--- src/rtl/btn_debounce.sv ---
// ---------------------------------------------------------------------------
// btn_debounce
// Debounces a raw, bouncing, active-high push button. The button passes
// through a two-flop synchronizer. A four-state FSM then requires the
// synchronized level to stay stable for DB_CYC consecutive cycles before it
// accepts a press or a release. Every accepted change produces a one-cycle
// strobe.
//
// Optional feature, controlled by the macro BTN_LONG_PRESS_EN:
//   defined   - long_pulse strobes once after a press has been held for
//               LONG_CYC cycles.
//   undefined - long_pulse is tied to 0 and no long-press counter is built.
// ---------------------------------------------------------------------------
module btn_debounce #(
  parameter int CLK_HZ      = 125000000,
  parameter int DEBOUNCE_MS = 20,
  parameter int LONG_MS     = 1000
) (
  input  logic clk,
  input  logic rst_n,
  input  logic btn,
  output logic btn_level,
  output logic press_pulse,
  output logic release_pulse,
  output logic long_pulse
);

  localparam int CYC_PER_MS = CLK_HZ / 1000;
  localparam int DB_CYC     = CYC_PER_MS * DEBOUNCE_MS;
  localparam int DB_W       = (DB_CYC > 1) ? $clog2(DB_CYC) : 1;
  localparam logic [DB_W-1:0] DB_MAX = DB_W'(DB_CYC - 1);

`ifdef BTN_LONG_PRESS_EN
  localparam int LONG_CYC = CYC_PER_MS * LONG_MS;
  localparam int LONG_W   = (LONG_CYC > 1) ? $clog2(LONG_CYC) : 1;
  localparam logic [LONG_W-1:0] LONG_MAX = LONG_W'(LONG_CYC - 1);
`endif

  typedef enum logic [1:0] {
    IDLE         = 2'd0,
    PRESS_WAIT   = 2'd1,
    PRESSED      = 2'd2,
    RELEASE_WAIT = 2'd3
  } state_t;

  state_t          state;
  logic            btn_meta;
  logic            btn_sync;
  logic [DB_W-1:0] db_cnt;

`ifdef BTN_LONG_PRESS_EN
  logic [LONG_W-1:0] long_cnt;
  logic              long_done;
`endif

  // Two-flop synchronizer; btn_sync is the only view of the raw button.
  always_ff @(posedge clk or negedge rst_n) begin
    if (!rst_n) begin
      btn_meta <= 1'b0;
      btn_sync <= 1'b0;
    end else begin
      btn_meta <= btn;
      btn_sync <= btn_meta;
    end
  end

  // Debounce FSM with the stable-time counter and registered outputs.
  always_ff @(posedge clk or negedge rst_n) begin
    if (!rst_n) begin
      state         <= IDLE;
      db_cnt        <= '0;
      btn_level     <= 1'b0;
      press_pulse   <= 1'b0;
      release_pulse <= 1'b0;
`ifdef BTN_LONG_PRESS_EN
      long_cnt      <= '0;
      long_done     <= 1'b0;
      long_pulse    <= 1'b0;
`endif
    end else begin
      press_pulse   <= 1'b0;
      release_pulse <= 1'b0;

      case (state)
        IDLE: begin
          if (btn_sync) begin
            state  <= PRESS_WAIT;
            db_cnt <= '0;
          end
        end

        PRESS_WAIT: begin
          if (!btn_sync) begin
            state  <= IDLE;
            db_cnt <= '0;
          end else if (db_cnt == DB_MAX) begin
            state       <= PRESSED;
            db_cnt      <= '0;
            btn_level   <= 1'b1;
            press_pulse <= 1'b1;
          end else begin
            db_cnt <= db_cnt + DB_W'(1);
          end
        end

        PRESSED: begin
          if (!btn_sync) begin
            state  <= RELEASE_WAIT;
            db_cnt <= '0;
          end
        end

        RELEASE_WAIT: begin
          if (btn_sync) begin
            state  <= PRESSED;
            db_cnt <= '0;
          end else if (db_cnt == DB_MAX) begin
            state         <= IDLE;
            db_cnt        <= '0;
            btn_level     <= 1'b0;
            release_pulse <= 1'b1;
          end else begin
            db_cnt <= db_cnt + DB_W'(1);
          end
        end

        default: begin
          state     <= IDLE;
          db_cnt    <= '0;
          btn_level <= 1'b0;
        end
      endcase

`ifdef BTN_LONG_PRESS_EN
      long_pulse <= 1'b0;
      if (state == PRESS_WAIT && btn_sync && db_cnt == DB_MAX) begin
        long_cnt  <= '0;
        long_done <= 1'b0;
      end else if (state == PRESSED) begin
        if (long_cnt == LONG_MAX) begin
          if (!long_done) begin
            long_pulse <= 1'b1;
            long_done  <= 1'b1;
          end
        end else begin
          long_cnt <= long_cnt + LONG_W'(1);
        end
      end
`endif
    end
  end

`ifndef BTN_LONG_PRESS_EN
  assign long_pulse = 1'b0;
`endif

endmodule

--- config.mk ---
export PLATFORM = sky130hd
export DESIGN_NAME = btn_debounce
export DESIGN_NICKNAME = d
export VERILOG_FILES = /design/src/rtl/btn_debounce.sv
export SDC_FILE = /design/constraint.sdc
export NUM_CORES = 1
export LEC_CHECK = 0
export ABC_AREA = 1
export CAP_MARGIN = 20
export CORE_ASPECT_RATIO = 2
export CORE_UTILIZATION = 55
export CTS_BUF_LIST = sky130_fd_sc_hd__clkbuf_4 sky130_fd_sc_hd__clkbuf_8
export DETAILED_ROUTE_END_ITERATION = 10
export PLACE_DENSITY_LB_ADDON = 0.3
export SLEW_MARGIN = 20
export SYNTH_ARGS = -nofsm -noshare
export SYNTH_HDL_FRONTEND = slang
export SYNTH_SLANG_ARGS = --single-unit
--- constraint.sdc ---
create_clock -name clk -period 1.87 [get_ports clk]
set_input_delay 0.2805 -clock clk [delete_from_list [all_inputs] [get_ports clk]]
set_output_delay 0.2805 -clock clk [all_outputs]
set_load 0.01 [all_outputs]
**Yosys cells after proc, flatten, opt, wreduce, memory -nomap -nowiden**

Index checks and enable logic that the tools add are counted.

- Bits in registers: 29
- Input port bits: 3
- Output and inout port bits: 4
- Logic and storage cells: 48

- Add/sub/neg operators: 1
- Equality and inequality tests: 12
- Muxes and demuxes: 23
- Reduce and logical (&&, ||, !) cells: 5

Operators by type and width:

| operator | number |
|---|---|
| 22-bit 2-to-1 mux | 5 |
| 22-bit case mux with 4 select lines | 1 |
| 22-bit by 1-bit adder with 22-bit output, second input constant | 1 |
| 22-bit == test, second input constant | 1 |
| 2-bit 2-to-1 mux | 6 |
| 2-bit != test, second input constant | 6 |
| 1-bit 2-to-1 mux | 9 |
| 2-bit case mux with 4 select lines | 1 |
| 3-bit != test, second input constant | 2 |
| 5-bit AND reduction | 1 |
| 2-bit == test, second input constant | 2 |
| 4-bit AND reduction | 1 |
| 2-bit by 1-bit == test with 1-bit output, second input constant | 1 |
| 2-bit logical NOT | 1 |
| 1-bit case mux with 2 select lines | 1 |
| 2-bit AND reduction | 1 |
| 2-bit nonzero test | 1 |

**Longest topological paths before layout**

- Word-level depth: 4
- Mapped depth: 10
- Mapped depth without buffers: 10

**Worst setup path after synthesis**

No wires, ideal clock.

- Path type: reg-to-reg
- Start point: register db_cnt[0]
- End point: register db_cnt[6]
- Library setup time: 131 ps
- Arrival time: 1,326 ps
- Data required time: 1,739 ps
- Setup slack: 412 ps
- Stages on the path, launching flop included: 10
- Path buffers: 1
- Cell sequence: dfrtp_1 > ha_1 > nand2_2 > inv_2 > nand2_2 > nor2_4 > nand3_4 > nand2_4 > buf_12 > o22ai_2

- Word-level cells in the longest chain between the ends: 4

Ends and longest elaborated chain:

| element | RTL line | source |
|---|---|---|
| start, declared | 49 | `logic [DB_W-1:0] db_cnt;` |
| start signal, assigned | 102 | `db_cnt <= db_cnt + DB_W'(1);` |
| start signal, assigned | 123 | `db_cnt <= db_cnt + DB_W'(1);` |
| 22-bit by 1-bit adder with 22-bit output / 22-bit == test (equally long branches) | - |  |
| 22-bit 2-to-1 mux (*) | 96, 117 |  |
| 22-bit 2-to-1 mux (on tied branches) | 114, 93 |  |
| 22-bit case mux with 4 select lines (*) | 84 | `case (state)` |

Every way passes the cells marked *; elsewhere a longest branch is shown, timed or not.
A chain may end at the register's enable or synchronous reset.

**Worst setup path after layout**

- Start point: register db_cnt[0]
- End point: register db_cnt[18]

The elaborated chain is that of the path after synthesis.

==> results.yml <==
outcome:
  status: "finished clean"
drt:
  vias_per_cell: 5.44
  drt_first_iter_violations: 39
  detail-route-antenna-nets: 0
  vias: 1549
  route.detailed.drc: 0
  firstDrtPassIters: 5
  wl_per_cell_um: 13.3
  wirelength_um: 3790
clock_network:
  post_cts_resized: 0
  cts_root_buffer: "clkbuf_8"
  clock_latency_ps: 290
  post_cts_buffers: 0
  numCtsBuffers: 5
  cts_sinks: 29
  clk_pin_slew_ps: 60
  cts_max_level: 2
  ctsHoldBuffers: 0
  cts_tree: "built"
  cts_buffer_depth: 2
placed_design:
  portBuffers: 5
  place.gp.congestion: 0.881
  post-place-ws_ps: 210
  placed_area_mm2: 0.00189
  dp_hpwl_um: 2880
synth:
  yosysTopAreaCell: "dfrtp_1"
  synthArstFlopShare_pct: 100
  syn_area_mm2: 0.00181
  synth_top_cell_area_share_pct: 40.0
  syn_area_per_cell_um2: 7.52
  yosysSeqAreaShare_pct: 40.0
  ys_types: 30
  postSynthCellCount: 241
  yosys_most_used_dff: "dfrtp_1"
  yosys_warnings: 0
  synth-seq-cells: 29
  synth_area_leaders: "dfrtp_1 (40%), nand2_1 (17%), nor2_1 (5.8%)"
  synth_edf_count: 0
  synth_nets: 245
final_layout:
  multiInputGateArea_um2: 940
  fillers: 287
  layout_commonest_cell: "nand2_1"
  final-seq-area_um2: 726
  final_core_util_pct: 63.7
  final_cell_mix: "nand2_1 (80), dfrtp_1 (29), nor2_1 (28)"
  nets: 257
  post-route-cell-area_mm2: 0.00201
  drive_gt1_share_pct: 16.9
  n_antenna_cell: 0
  area_delta_synth_final_pct: 11.0
run:
  drv_cap: 0
timing:
  timing.final.hold_violations: 0
  finClkSkew_ps: 9.80
  post-route-period-util_pct: 89.7
  setup_tns_ps: 0
  fmax_ghz: 0.596
  setup_viol: 0
  min_period_ps: 1680
  slew_viol_final: 0
  rsz0062_at_grt: "no"
  fin_ws_ps: 192
global_route:
  globalRouteTotalUtil_pct: 24.3
  antenna_found_initial: 0
  grt_pass1_wl_um: 6530
  grt_pass1_vias: 1491
  grt_max_degree: 30
  gr-total-overflow: 0
worst_setup_path:
  crit_buf_inv: 2
  crit_slowest_cell: "dfrtp_1"
  crit_start: "db_cnt[0]$_DFFE_PN0P_"
  cp.required_ps: 2040
  regToRegStartpoint: "db_cnt[0]$_DFFE_PN0P_"
  start_kind: "register"
  critPathCaptureType: "register"
  max_stage_delay_ps: 430
  crit_type: "reg2reg"
  path_common_cell: "nand2_2"
  critPathTopFamily: "simple AND/OR/NAND/NOR gates"
  crit_arrival_ps: 1850
  worstPathMaxFanout: 11
  worstPathCellList: "ha_1 -> nand2_2 -> inv_2 -> nand2_2 -> nor2_4 -> nand3_4 -> nand2_4 -> inv_4 -> nand3_1 -> nand2_1"
die:
  start_util_pct: 57.4
  die_area_mm2: 0.00354
  rows: 29
  coreArea_mm2: 0.00316
  fp.dieH_um: 83.2
  io_pins: 7
  die_w_um: 42.6
power:
  p_per_area_mw_per_mm2: 693
  p_leak_nw: 0.868
  total_power_mw: 1.40
  peakVddDrop_mv: 0.569
hold_path:
  hp-start: "btn_meta$_DFF_PN0_"
  hold_path_class: "reg2reg"
## final cells by class
type / count / area share, %
multi-input cells: 179 / 46.7
flip-flops and latches: 29 / 36.1
inverters: 30 / 5.72
clock buffers: 6 / 4.10
repair buffers: 8 / 3.61
well taps: 31 / 1.93
clock inverters: 2 / 1.87
## power by group
part	total (mW)	internal [mW]	switching (mW)
registers	0.641	0.634	0.00659
clock network	0.693	0.433	0.260
logic	0.0617	0.0175	0.0442
total	1.40	1.08	0.311
## registers in the layout, summed over array words and instances (netlist names), named ones only
| register | cells |
|---|---|
| release_pulse | 1 |
| db_cnt | 22 |
| btn_level | 1 |
| state | 1 |
| btn_sync | 1 |
| btn_meta | 1 |
| press_pulse | 1 |
## per-stage QoR
| step | instances | hold WS (ps) |
|---|---|---|
| floorplan | 241 | -15.1 |
| global placement | 277 | 342 |
| detailed placement | 277 | 346 |
| CTS | 285 | 361 |
| global route | 285 | 374 |
| finish | 285 | 358 |
## Yosys cell counts, drive strengths merged (2+ instances only)
library cell,number
a21oi,3
buf,3
dfrtp,29
inv,30
nand2,84
nand3,21
nand3b,2
nand4,2
nor2,38
o21ai,9
o21bai,5
o22ai,7
xnor2,2
xor2,2
## routing by layer
| metal | vias to the layer above | wire [um] | GRT usage, % |
|---|---|---|---|
| met5 | - | 0 | 0 |
| met4 | 0 | 157 | 15.6 |
| met3 | 12 | 128 | 4.78 |
| met2 | 38 | 2000 | 40.1 |
| met1 | 721 | 1510 | 27.5 |
| li1 | 778 | - | - |
## worst paths after layout
check,end,slack (ps),cells after the start
setup / recovery,db_cnt[18]$_DFFE_PN0P_,190,10
hold / removal,btn_sync$_DFF_PN0_,360,0
setup reg to reg,db_cnt[18]$_DFFE_PN0P_,190,10
hold reg to reg,btn_sync$_DFF_PN0_,360,0
max in group asynchronous,release_pulse$_DFF_PN0_,1210,2
min in group asynchronous,db_cnt[4]$_DFFE_PN0P_,370,2
## logic make-up after synthesis
group                    after synthesis  synth area share (%)
AND/OR/NAND/NOR                      149                  38.2
other                                  1                 0.207
buffers and inverters                 33                  8.14
flip-flops                            29                  40.0
XOR/XNOR                               4                  1.93
adder cells (fa/ha/maj)                1                 0.690
AO/OA/AOI/OAI                         24                  10.8
No activity file was read; power rests on OpenSTA's default activity.
